**src/rtl/tl_tx_flow_control_credit_gate_pkg.sv**
```systemverilog
// Shared flow-control definitions: FC state encoding, per-scale field widths
// and the field-mask helper used by the TX credit gate.
package tl_fc_pkg;

   typedef enum logic {
      FC_INIT   = 1'b0,
      FC_ACTIVE = 1'b1
   } fc_state_t;

   localparam int HDR_FIELD_W_S0  = 8;
   localparam int HDR_FIELD_W_S2  = 10;
   localparam int HDR_FIELD_W_S3  = 12;
   localparam int DATA_FIELD_W_S0 = 12;
   localparam int DATA_FIELD_W_S2 = 14;
   localparam int DATA_FIELD_W_S3 = 16;
   localparam int FC_MASK_W       = 16;

   // Scale 2'b00 and 2'b01 share the unscaled field width.
   function automatic logic [FC_MASK_W-1:0] fc_field_mask(input logic [1:0] scale,
                                                          input logic       is_data);
      int w;
      case (scale)
         2'b10:   w = is_data ? DATA_FIELD_W_S2 : HDR_FIELD_W_S2;
         2'b11:   w = is_data ? DATA_FIELD_W_S3 : HDR_FIELD_W_S3;
         default: w = is_data ? DATA_FIELD_W_S0 : HDR_FIELD_W_S0;
      endcase
      return FC_MASK_W'((32'd1 << w) - 32'd1);
   endfunction

endpackage

```
**src/rtl/tl_tx_flow_control_credit_gate_if.sv**
```systemverilog
// DLL flow-control and TX-arbiter handshake bundle for one FC credit gate.
interface tl_tx_flow_control_credit_gate_if #(
   parameter int FC_HDR_CREDS_WIDTH   = 12,
   parameter int FC_DATA_CREDS_WIDTH  = 16,
   parameter int DLL_HDR_CREDS_WIDTH  = 12,
   parameter int DLL_DATA_CREDS_WIDTH = 16
);
   logic                            dll_valid;
   logic                            dll_init;
   logic                            dll_fc_error;
   logic [DLL_HDR_CREDS_WIDTH-1:0]  dll_hdr_creds;
   logic [DLL_DATA_CREDS_WIDTH-1:0] dll_data_creds;
   logic [1:0]                      dll_hdr_scale;
   logic [1:0]                      dll_data_scale;
   logic                            tlp_req;
   logic [FC_HDR_CREDS_WIDTH-1:0]   tlp_hdr_req;
   logic [FC_DATA_CREDS_WIDTH-1:0]  tlp_data_req;
   logic                            tlp_gnt;
   logic                            fc_init_done;
   logic [FC_HDR_CREDS_WIDTH-1:0]   hdr_creds_avail;
   logic [FC_DATA_CREDS_WIDTH-1:0]  data_creds_avail;

   modport master (
      output dll_valid, dll_init, dll_fc_error, dll_hdr_creds, dll_data_creds,
             dll_hdr_scale, dll_data_scale, tlp_req, tlp_hdr_req, tlp_data_req,
      input  tlp_gnt, fc_init_done, hdr_creds_avail, data_creds_avail
   );

   modport slave (
      input  dll_valid, dll_init, dll_fc_error, dll_hdr_creds, dll_data_creds,
             dll_hdr_scale, dll_data_scale, tlp_req, tlp_hdr_req, tlp_data_req,
      output tlp_gnt, fc_init_done, hdr_creds_avail, data_creds_avail
   );
endinterface

```
**src/rtl/tl_tx_flow_control_credit_gate_credit_check.sv**
```systemverilog
// Modular credit gating compare: a TLP fits when the wrapped remainder after
// taking it lies in the lower half of the credit field.
module tl_tx_fc_credit_check #(
   parameter int W = 12
) (
   input  logic [W-1:0] limit,
   input  logic [W-1:0] consumed,
   input  logic [W-1:0] request,
   input  logic [W-1:0] mask,
   input  logic         infinite,
   output logic         ok
);
   logic [W-1:0] diff;
   logic [W-1:0] half;

   assign diff = (limit - (consumed + request)) & mask;
   assign half = (mask >> 1) + W'(1);
   assign ok   = infinite | (diff <= half);
endmodule

```
**src/rtl/tl_tx_flow_control_credit_gate.sv**
```systemverilog
// TX flow-control credit gate for one FC type: tracks advertised limit and
// consumed credits and grants a pending TLP only when both classes fit.
module tl_tx_flow_control_credit_gate
   import tl_fc_pkg::*;
#(
   parameter int FC_HDR_CREDS_WIDTH   = 12,
   parameter int FC_DATA_CREDS_WIDTH  = 16,
   parameter int DLL_HDR_CREDS_WIDTH  = 12,
   parameter int DLL_DATA_CREDS_WIDTH = 16
) (
   input logic                             clk,
   input logic                             rst_n,
   input logic                             link_up,
   tl_tx_flow_control_credit_gate_if.slave fc
);
   localparam int HW = FC_HDR_CREDS_WIDTH;
   localparam int DW = FC_DATA_CREDS_WIDTH;

   fc_state_t state, state_nx;

   logic [HW-1:0] lim_h, lim_h_nx, cons_h, cons_h_nx, avail_h, avail_h_nx;
   logic [DW-1:0] lim_d, lim_d_nx, cons_d, cons_d_nx, avail_d, avail_d_nx;
   logic [1:0]    hscale, hscale_nx, dscale, dscale_nx;
   logic          inf_h, inf_h_nx, inf_d, inf_d_nx;
   logic          gnt, gnt_nx;

   logic [DLL_HDR_CREDS_WIDTH-1:0]  dll_hdr;
   logic [DLL_DATA_CREDS_WIDTH-1:0] dll_data;
   logic [HW-1:0] hdr_in, hmask, hmask_nx;
   logic [DW-1:0] data_in, dmask, dmask_nx;
   logic          init_ok, upd_ok, ok_h, ok_d, grant;

   assign dll_hdr  = fc.dll_hdr_creds;
   assign dll_data = fc.dll_data_creds;
   assign hdr_in   = HW'(dll_hdr);
   assign data_in  = DW'(dll_data);
   assign init_ok  = fc.dll_valid &  fc.dll_init & ~fc.dll_fc_error;
   assign upd_ok   = fc.dll_valid & ~fc.dll_init & ~fc.dll_fc_error;
   assign hmask    = HW'(fc_field_mask(hscale, 1'b0));
   assign dmask    = DW'(fc_field_mask(dscale, 1'b1));

   tl_tx_fc_credit_check #(.W(HW)) u_hdr_check (
      .limit    (lim_h),
      .consumed (cons_h),
      .request  (fc.tlp_hdr_req),
      .mask     (hmask),
      .infinite (inf_h),
      .ok       (ok_h)
   );

   tl_tx_fc_credit_check #(.W(DW)) u_data_check (
      .limit    (lim_d),
      .consumed (cons_d),
      .request  (fc.tlp_data_req),
      .mask     (dmask),
      .infinite (inf_d),
      .ok       (ok_d)
   );

   // No back-to-back grants: the cycle showing gnt never grants again.
   assign grant = (state == FC_ACTIVE) & link_up & fc.tlp_req & ok_h & ok_d & ~gnt;

   always_ff @(posedge clk) begin
      if (!rst_n) state <= FC_INIT;
      else        state <= state_nx;
   end

   always_comb begin
      state_nx = state;
      if (!link_up)                          state_nx = FC_INIT;
      else if (state == FC_INIT && init_ok)  state_nx = FC_ACTIVE;
   end

   always_comb begin
      lim_h_nx  = lim_h;
      lim_d_nx  = lim_d;
      cons_h_nx = cons_h;
      cons_d_nx = cons_d;
      hscale_nx = hscale;
      dscale_nx = dscale;
      inf_h_nx  = inf_h;
      inf_d_nx  = inf_d;
      gnt_nx    = 1'b0;
      if (!link_up) begin
         lim_h_nx  = '0;
         lim_d_nx  = '0;
         cons_h_nx = '0;
         cons_d_nx = '0;
         hscale_nx = '0;
         dscale_nx = '0;
         inf_h_nx  = 1'b0;
         inf_d_nx  = 1'b0;
      end else begin
         case (state)
            FC_INIT: begin
               if (init_ok) begin
                  hscale_nx = fc.dll_hdr_scale;
                  dscale_nx = fc.dll_data_scale;
                  lim_h_nx  = hdr_in  & HW'(fc_field_mask(fc.dll_hdr_scale, 1'b0));
                  lim_d_nx  = data_in & DW'(fc_field_mask(fc.dll_data_scale, 1'b1));
                  inf_h_nx  = (dll_hdr == '0);
                  inf_d_nx  = (dll_data == '0);
               end
            end
            default: begin
               // The grant decision below uses the pre-update limit.
               if (upd_ok) begin
                  if (!inf_h) lim_h_nx = hdr_in & hmask;
                  if (!inf_d) lim_d_nx = data_in & dmask;
               end
               if (grant) begin
                  gnt_nx = 1'b1;
                  if (!inf_h) cons_h_nx = (cons_h + fc.tlp_hdr_req) & hmask;
                  if (!inf_d) cons_d_nx = (cons_d + fc.tlp_data_req) & dmask;
               end
            end
         endcase
      end
      hmask_nx   = HW'(fc_field_mask(hscale_nx, 1'b0));
      dmask_nx   = DW'(fc_field_mask(dscale_nx, 1'b1));
      avail_h_nx = inf_h_nx ? '1 : ((lim_h_nx - cons_h_nx) & hmask_nx);
      avail_d_nx = inf_d_nx ? '1 : ((lim_d_nx - cons_d_nx) & dmask_nx);
   end

   always_ff @(posedge clk) begin
      if (!rst_n) begin
         lim_h   <= '0;
         lim_d   <= '0;
         cons_h  <= '0;
         cons_d  <= '0;
         hscale  <= '0;
         dscale  <= '0;
         inf_h   <= 1'b0;
         inf_d   <= 1'b0;
         gnt     <= 1'b0;
         avail_h <= '0;
         avail_d <= '0;
      end else begin
         lim_h   <= lim_h_nx;
         lim_d   <= lim_d_nx;
         cons_h  <= cons_h_nx;
         cons_d  <= cons_d_nx;
         hscale  <= hscale_nx;
         dscale  <= dscale_nx;
         inf_h   <= inf_h_nx;
         inf_d   <= inf_d_nx;
         gnt     <= gnt_nx;
         avail_h <= avail_h_nx;
         avail_d <= avail_d_nx;
      end
   end

   assign fc.tlp_gnt          = gnt;
   assign fc.fc_init_done     = (state == FC_ACTIVE);
   assign fc.hdr_creds_avail  = avail_h;
   assign fc.data_creds_avail = avail_d;

endmodule

```
**src/flat_wrapper.sv**
```systemverilog
// flat-port wrapper written by rule: the top's interface ports become plain ports
module tl_tx_flow_control_credit_gate_flat import tl_fc_pkg::*;
#(
   parameter int FC_HDR_CREDS_WIDTH   = 12,
   parameter int FC_DATA_CREDS_WIDTH  = 16,
   parameter int DLL_HDR_CREDS_WIDTH  = 12,
   parameter int DLL_DATA_CREDS_WIDTH = 16
)
  (clk, rst_n, link_up, fc_dll_valid, fc_dll_init, fc_dll_fc_error, fc_dll_hdr_creds, fc_dll_data_creds, fc_dll_hdr_scale, fc_dll_data_scale, fc_tlp_req, fc_tlp_hdr_req, fc_tlp_data_req, fc_tlp_gnt, fc_fc_init_done, fc_hdr_creds_avail, fc_data_creds_avail);
  tl_tx_flow_control_credit_gate_if #(.FC_HDR_CREDS_WIDTH(FC_HDR_CREDS_WIDTH), .FC_DATA_CREDS_WIDTH(FC_DATA_CREDS_WIDTH), .DLL_HDR_CREDS_WIDTH(DLL_HDR_CREDS_WIDTH), .DLL_DATA_CREDS_WIDTH(DLL_DATA_CREDS_WIDTH)) fc_i ();
  input logic clk;
  input logic rst_n;
  input logic link_up;
  input wire logic [$bits(fc_i.dll_valid)-1:0] fc_dll_valid;
  input wire logic [$bits(fc_i.dll_init)-1:0] fc_dll_init;
  input wire logic [$bits(fc_i.dll_fc_error)-1:0] fc_dll_fc_error;
  input wire logic [$bits(fc_i.dll_hdr_creds)-1:0] fc_dll_hdr_creds;
  input wire logic [$bits(fc_i.dll_data_creds)-1:0] fc_dll_data_creds;
  input wire logic [$bits(fc_i.dll_hdr_scale)-1:0] fc_dll_hdr_scale;
  input wire logic [$bits(fc_i.dll_data_scale)-1:0] fc_dll_data_scale;
  input wire logic [$bits(fc_i.tlp_req)-1:0] fc_tlp_req;
  input wire logic [$bits(fc_i.tlp_hdr_req)-1:0] fc_tlp_hdr_req;
  input wire logic [$bits(fc_i.tlp_data_req)-1:0] fc_tlp_data_req;
  output wire logic [$bits(fc_i.tlp_gnt)-1:0] fc_tlp_gnt;
  output wire logic [$bits(fc_i.fc_init_done)-1:0] fc_fc_init_done;
  output wire logic [$bits(fc_i.hdr_creds_avail)-1:0] fc_hdr_creds_avail;
  output wire logic [$bits(fc_i.data_creds_avail)-1:0] fc_data_creds_avail;
  assign fc_i.dll_valid = fc_dll_valid;
  assign fc_i.dll_init = fc_dll_init;
  assign fc_i.dll_fc_error = fc_dll_fc_error;
  assign fc_i.dll_hdr_creds = fc_dll_hdr_creds;
  assign fc_i.dll_data_creds = fc_dll_data_creds;
  assign fc_i.dll_hdr_scale = fc_dll_hdr_scale;
  assign fc_i.dll_data_scale = fc_dll_data_scale;
  assign fc_i.tlp_req = fc_tlp_req;
  assign fc_i.tlp_hdr_req = fc_tlp_hdr_req;
  assign fc_i.tlp_data_req = fc_tlp_data_req;
  assign fc_tlp_gnt = fc_i.tlp_gnt;
  assign fc_fc_init_done = fc_i.fc_init_done;
  assign fc_hdr_creds_avail = fc_i.hdr_creds_avail;
  assign fc_data_creds_avail = fc_i.data_creds_avail;
  tl_tx_flow_control_credit_gate #(.FC_HDR_CREDS_WIDTH(FC_HDR_CREDS_WIDTH), .FC_DATA_CREDS_WIDTH(FC_DATA_CREDS_WIDTH), .DLL_HDR_CREDS_WIDTH(DLL_HDR_CREDS_WIDTH), .DLL_DATA_CREDS_WIDTH(DLL_DATA_CREDS_WIDTH)) u_core (.clk(clk), .rst_n(rst_n), .link_up(link_up), .fc(fc_i));
endmodule
```
**config.mk**
```make
export PLATFORM = sky130hd
export DESIGN_NAME = tl_tx_flow_control_credit_gate_flat
export DESIGN_NICKNAME = d
export VERILOG_FILES = /design/src/rtl/tl_tx_flow_control_credit_gate_pkg.sv /design/src/rtl/tl_tx_flow_control_credit_gate_if.sv /design/src/rtl/tl_tx_flow_control_credit_gate_credit_check.sv /design/src/rtl/tl_tx_flow_control_credit_gate.sv /design/src/flat_wrapper.sv
export SDC_FILE = /design/constraint.sdc
export NUM_CORES = 1
export LEC_CHECK = 0
export BUFFER_PORTS_ARGS = -buffer_cell sky130_fd_sc_hd__buf_2
export CELL_PAD_IN_SITES_DETAIL_PLACEMENT = 0
export CELL_PAD_IN_SITES_GLOBAL_PLACEMENT = 1
export CORE_MARGIN = 10
export CORE_UTILIZATION = 49
export CTS_BUF_LIST = sky130_fd_sc_hd__clkbuf_4
export DETAILED_ROUTE_END_ITERATION = 10
export PLACE_DENSITY_LB_ADDON = 0.1
export SETUP_SLACK_MARGIN = 0.1
export SYNTH_ARGS = -nofsm -noshare
export SYNTH_HDL_FRONTEND = slang
export SYNTH_SLANG_ARGS = --single-unit
```
**constraint.sdc**
```tcl
create_clock -name clk -period 13.3 [get_ports clk]
set_input_delay 1.995 -clock clk [delete_from_list [all_inputs] [get_ports clk]]
set_output_delay 1.995 -clock clk [all_outputs]
set_load 0.05 [all_outputs]
```
* Word-level counts from Yosys, hierarchy flattened
Cells that the tools add are included.
** Cells by class
- Add/sub/neg operators :: 14
- $lt $le $gt $ge :: 2
- Eq/ne operators :: 12
- Shifts and indexed selects :: 6
- Mux-type cells :: 45
- Bitwise logic cells :: 25
- Reduce and logical (&&, ||, !) cells :: 5
** Operators by type and width (count)
- 32-bit 2-to-1 mux :: 6
- 16-bit 2-to-1 mux :: 10
- 12-bit 2-to-1 mux :: 10
- 16-bit bitwise AND :: 5
- 12-bit bitwise AND :: 5
- 16-bit by 1-bit subtractor with 16-bit output, second input constant :: 3
- 12-bit by 1-bit subtractor with 12-bit output, second input constant :: 3
- 1-bit by 32-bit << shifter with 12-bit output, first input constant :: 1
- 1-bit by 32-bit << shifter with 16-bit output, first input constant :: 1
- 1-bit by 5-bit << shifter with 16-bit output, first input constant :: 2
- 16-bit subtractor :: 2
- 5-bit case mux with 2 select lines :: 3
- 2-bit equality test, second input constant :: 12
- 1-bit by 4-bit << shifter with 12-bit output, first input constant :: 2
- 12-bit subtractor :: 2
- 3-bit case mux with 2 select lines :: 3
- 15-bit by 1-bit adder with 16-bit output, second input constant :: 1
- 16-bit adder :: 1
- 16-bit less-or-equal comparator :: 1
- 16-bit logical NOT :: 1
- 11-bit by 1-bit adder with 12-bit output, second input constant :: 1
- 12-bit adder :: 1
- 12-bit less-or-equal comparator :: 1
- 12-bit logical NOT :: 1
- 8 further kinds :: 31
** Word-level totals
- Register bits :: 92
- Logic and storage cells :: 121

* Depth between registers and ports, before layout
- Depth in word-level cells :: 16
- Gate-level depth with buffers :: 44
- Gate-level depth less buffers :: 42

* By module
A second synthesis with hierarchy kept.
** Unflattened totals
- Cell total of the unflattened synthesis :: 1191
- Area, all modules :: 9406.5 µm²
** By module, submodules not included
- tl_tx_flow_control_credit_gate :: times used 1, cells each 764, area each 6138.4 µm², sequential area each 1841.8 µm²
- tl_tx_fc_credit_check at u_core.u_data_check :: times used 1, cells each 253, area each 1921.8 µm², sequential area each 0.0 µm²
- tl_tx_fc_credit_check at u_core.u_hdr_check :: times used 1, cells each 174, area each 1346.3 µm², sequential area each 0.0 µm²

* Least setup slack after synthesis
Ideal clock, no wire load.
- Path kind :: input -> register
- Start point :: in fc_tlp_hdr_req[0]
- End point :: reg u_core.avail_d[15] (netlist: u_core.fc.data_creds_avail[15])
- Setup time :: 119 ps
- Data arrival time :: 9162 ps
- Data required time :: 13181 ps
- Setup slack :: 4018 ps
- Cell stages on the path :: 42
- Path buffers :: 2
- Path through :: ha_1 inv_1 fa_1 nor2b_1 o21ai_0 nand2_1 a21o_1 a21o_1 xnor2_1 ha_1 a21oi_1 nand3_1 o21a_1 o21ai_0 nand2b_1 a21o_1 a21oi_1 xnor2_1 [... 6 more ...] a2bb2oi_1 a2111oi_2 a211oi_2 buf_6 buf_6 mux2i_1 nand2_1 ha_1 nor2b_1 o31a_1 o41ai_1 o21ai_0 o41ai_1 o2111ai_1 a21oi_1 xnor2_1 xnor2_1 o21bai_1
** On the way
- Cells in the longest elaborated chain, start to end :: 14
** Ends and longest elaborated chain
- start: declaration :: RTL line flat_wrapper.sv:22 : input wire logic [$bits(fc_i.tlp_hdr_req)-1:0] fc_tlp_hdr_req;
- 12-bit adder :: RTL line tl_tx_flow_control_credit_gate_credit_check.sv:16 : assign diff = (limit - (consumed + request)) & mask;
- 12-bit subtractor :: RTL line tl_tx_flow_control_credit_gate_credit_check.sv:16
- 12-bit bitwise AND :: RTL line tl_tx_flow_control_credit_gate_credit_check.sv:16
- 12-bit less-or-equal comparator :: RTL line tl_tx_flow_control_credit_gate_credit_check.sv:18 : assign ok = infinite | (diff <= half);
- 1-bit bitwise OR :: RTL line tl_tx_flow_control_credit_gate_credit_check.sv:18
- 1-bit bitwise AND (3 in a row) :: RTL line tl_tx_flow_control_credit_gate.sv:61 : assign grant = (state == FC_ACTIVE) & link_up & fc.tlp_req & ok_h & ok_d & ~gnt;
- 16-bit 2-to-1 mux :: RTL line tl_tx_flow_control_credit_gate.sv:111 : if (grant) begin
- 16-bit 2-to-1 mux :: RTL line tl_tx_flow_control_credit_gate.sv:94 : case (state)
- 16-bit 2-to-1 mux :: RTL line tl_tx_flow_control_credit_gate.sv:84 : if (!link_up) begin
- 16-bit subtractor :: RTL line tl_tx_flow_control_credit_gate.sv:122 : avail_d_nx = inf_d_nx ? '1 : ((lim_d_nx - cons_d_nx) & dmask_nx);
- 16-bit bitwise AND :: RTL line tl_tx_flow_control_credit_gate.sv:122
- 16-bit 2-to-1 mux :: RTL line tl_tx_flow_control_credit_gate.sv:122
- end signal: assignment :: RTL line tl_tx_flow_control_credit_gate.sv:149 : avail_d <= avail_d_nx;
- end: declaration :: RTL line tl_tx_flow_control_credit_gate.sv:22 : logic [DW-1:0] lim_d, lim_d_nx, cons_d, cons_d_nx, avail_d, avail_d_nx;
No other way between the ends.
A chain may end at the register's enable or synchronous reset.

* Final worst setup path
Same ends and word-level chain as after synthesis.

==> metrics <==
cts hold-fix bufs 0; fin nets 1224; hold depth 2; post-layout min period 9.98 ns; register clock-pin slew on the reported worst setup and hold paths 0.15 ns; Final Skew 0.0189 ns; Peak VDD IR 36.8 uV; CTS tree yes; Final TNS setup 0 ns; Cells after Synth 954; Largest stage delay, worst path 0.63 ns; CP Max Fanout 20; CP Capture Type flop; worst r2r src u_core.cons_h[0]; total grt overflow 0; synth warn 0; Rel. slew slack 29.3%; ys async rst share 0%; clock sinks 92; remaining antenna violation count 0; Yosys cell types 65; first-pass GRT wire length 34600 um; critical path startpoint fc_tlp_hdr_req[0]; crit path DAT 10.37 ns; Setup WS post-layout 3.32 ns; Mapped Avg Cell Area 8.18 um2; Post CTS Setup Buffer Count 0; setup slack, reg-to-reg 4.55 ns; die area 21400 um2; antenna violations before repair 1; Reg2Reg Capture Point u_core.fc.data_creds_avail[15]; Root Driver clkbuf_4; DRC violations left 0; clock buffer depth 2; Routed WL 21100 um; Seq cells post-synth 92; placed cell area 8530 um2; Max Fclk 100 MHz; worst slew pin tran 1.06 ns; core region area 15800 um2; Final Setup Violations 0; EDFF count, synth 0; share of layout cells above drive strength 1 13.7%; Final Cycle Share 75.0%; critical path endpoint u_core.fc.data_creds_avail[15]; leakage 4.07 nW; PD cells 70.0 nW/um2; Initial DRT Pass Iterations 5; via count 6974; register area share after synthesis 23.6%; Core Rows 46; pre-CTS WS 2.74 ns; # fillers 1645; drt via density 5.49; Primary FF master, synth dfxtp_1; Initial Util 49.5%; Required @ worst endpoint 13.70 ns; critical path startpoint category input pin; Post-synth top cells nor2_1 (108), ha_1 (103), dfxtp_1 (92), a21oi_1 (62), nand2_1 (49); CTS resizes 0; chip height 146 um; Design Area, Final 8680 um2; Num CTS Buffers 9; critical path's most frequent cell xnor2_1; port bufs 96; Yosys top cell by area dfxtp_1; hold crit path type flop to flop; Ports 97; number of global-route vias before repair 6935; WS Path Type input pin to flop; final hold violation count 0; final RePlAce weighted congestion 0.855; latest clock arrival within the worst-skew pair 0.50 ns; largest net degree at the start of global routing 47; synth-to-layout area growth 11.2%; share of the synthesized area in the top cell type 23.6%; Finished Core Util 55.0%; Slew Limit Fails 0; reg2reg path depth 41; synthesized cell area 7810 um2; most common cell in the netlist nor2_1; RSZ-0062 raised after global routing no; Maximum Capacitance Violations 0; status finished, final reports clean; Final HPWL DP 17000 um; CP max stage cell o41ai_1; wire per inst 16.6 um; top post-synthesis cells by area dfxtp_1 (24%), ha_1 (17%), nor2_1 (5.2%); initial DRC count 291; Die W 146 um; Total Routing Usage GR 19.5%; H-tree Lvls 3
-- worst max-delay path: cells and delay by family --
| kind | cells | cell delay (ns) |
|---|---|---|
| AOI/OAI and AO/OA | 19 | 4.37 |
| adders and majority gates | 5 | 1.39 |
| and+or+nand+nor | 9 | 1.00 |
| xor gates and xnor gates | 5 | 0.80 |
| buffers and inverters | 3 | 0.51 |
| muxes | 1 | 0.29 |
-- logic make-up (layout without fill, tap and decap cells) --
logic type                 Yosys count  in the layout  synth area share, %
and+or+nand+nor                    338            338                 21.3
AOI/OAI and AO/OA                  225            225                 20.0
adders and majority gates          108            108                 17.8
DFF                                 92             92                 23.6
buffers and inverters               80            170                 4.09
xor gates and xnor gates            71             71                 7.96
muxes                               39             39                 5.21
other                                1             12               0.0480
-- state kept, by name, indices dropped and copies added, names as in the netlist --
register                    flops
u_core.dscale                   2
u_core.cons_d                  16
u_core.lim_h                   12
u_core.fc.tlp_gnt               1
u_core.inf_d                    1
u_core.lim_d                   16
u_core.cons_h                  12
u_core.fc.data_creds_avail     16
u_core.inf_h                    1
u_core.fc.fc_init_done          1
u_core.fc.hdr_creds_avail      12
u_core.hscale                   2
-- power breakdown --
part / switching [mW] / internal [mW] / total (mW) / leakage, nW
Sequential: 0.00272 / 0.281 / 0.284 / 0.743
Combinational: 0.0934 / 0.0614 / 0.155 / 3.25
Clock: 0.111 / 0.0582 / 0.169 / 0.0761
Total: 0.207 / 0.401 / 0.608 / 4.07
-- routing by layer --
metal  track usage [%]  wire, um  part of all wire, %
met4              6.86       419                  2.0
met1              23.7      9450                   45
met5                 0         0                    0
met3              2.60       858                  4.1
met2              34.6     10400                   49
-- cell type report --
class | instances | area (um2) | area share, %
antenna | 1 | 2.50 | 0.0288
clock buffer | 9 | 67.6 | 0.778
clock inverter | 7 | 77.6 | 0.894
inverter | 50 | 188 | 2.16
multi-input combinational | 792 | 5690 | 65.6
sequential | 92 | 1840 | 21.2
tap | 216 | 270 | 3.11
timing repair buffer | 104 | 541 | 6.23
-- metrics by stage --
stage	hold slack [ns]	power, mW	cells
final	0.523	0.608	1271
after global routing	0.551	0.638	1271
after global placement	0.508	0.443	1254
after CTS	0.523	0.612	1270
after floorplan	0.474	0.402	964
after detailed placement	0.500	0.443	1254
-- cells in the final DEF, fill, tap and decap left out, types with 4 or more instances in the layout --
| cell type | instances |
|---|---|
| and2_1 | 9 |
| buf_4 | 8 |
| o21bai_1 | 13 |
| o211ai_1 | 5 |
| a21o_1 | 42 |
| a31o_2 | 6 |
| or2_2 | 5 |
| mux2i_1 | 35 |
| nand2_1 | 49 |
| a21oi_1 | 62 |
| nor2b_1 | 21 |
| nor4_1 | 10 |
| nand4_1 | 9 |
| ha_1 | 103 |
| conb_1 | 11 |
| a21boi_0 | 4 |
| clkinv_4 | 4 |
| a211oi_1 | 25 |
| xor2_1 | 29 |
| inv_1 | 47 |
| xnor2_1 | 42 |
| fa_1 | 5 |
| nor3_1 | 43 |
| nor2_1 | 108 |
| and3_1 | 15 |
| clkbuf_4 | 9 |
| nand2b_1 | 30 |
| buf_2 | 96 |
| nand3_1 | 23 |
| o21ai_0 | 26 |
| dfxtp_1 | 92 |
| nor3b_1 | 4 |
| a31oi_1 | 5 |
-- worst min-delay path by stage --
| stage | from | end | slack (ns) |
|---|---|---|---|
| after floorplan | u_core.cons_d[14] | u_core.cons_d[14] | 0.47 |
| after global routing | u_core.cons_d[14] | u_core.cons_d[14] | 0.55 |
| after detailed placement | u_core.cons_d[14] | u_core.cons_d[14] | 0.50 |
| after CTS | u_core.cons_d[14] | u_core.cons_d[14] | 0.52 |
| final | u_core.cons_d[14] | u_core.cons_d[14] | 0.52 |
| after global placement | u_core.cons_h[6] | u_core.cons_h[6] | 0.51 |
No activity file was read; power rests on OpenSTA's default activity.
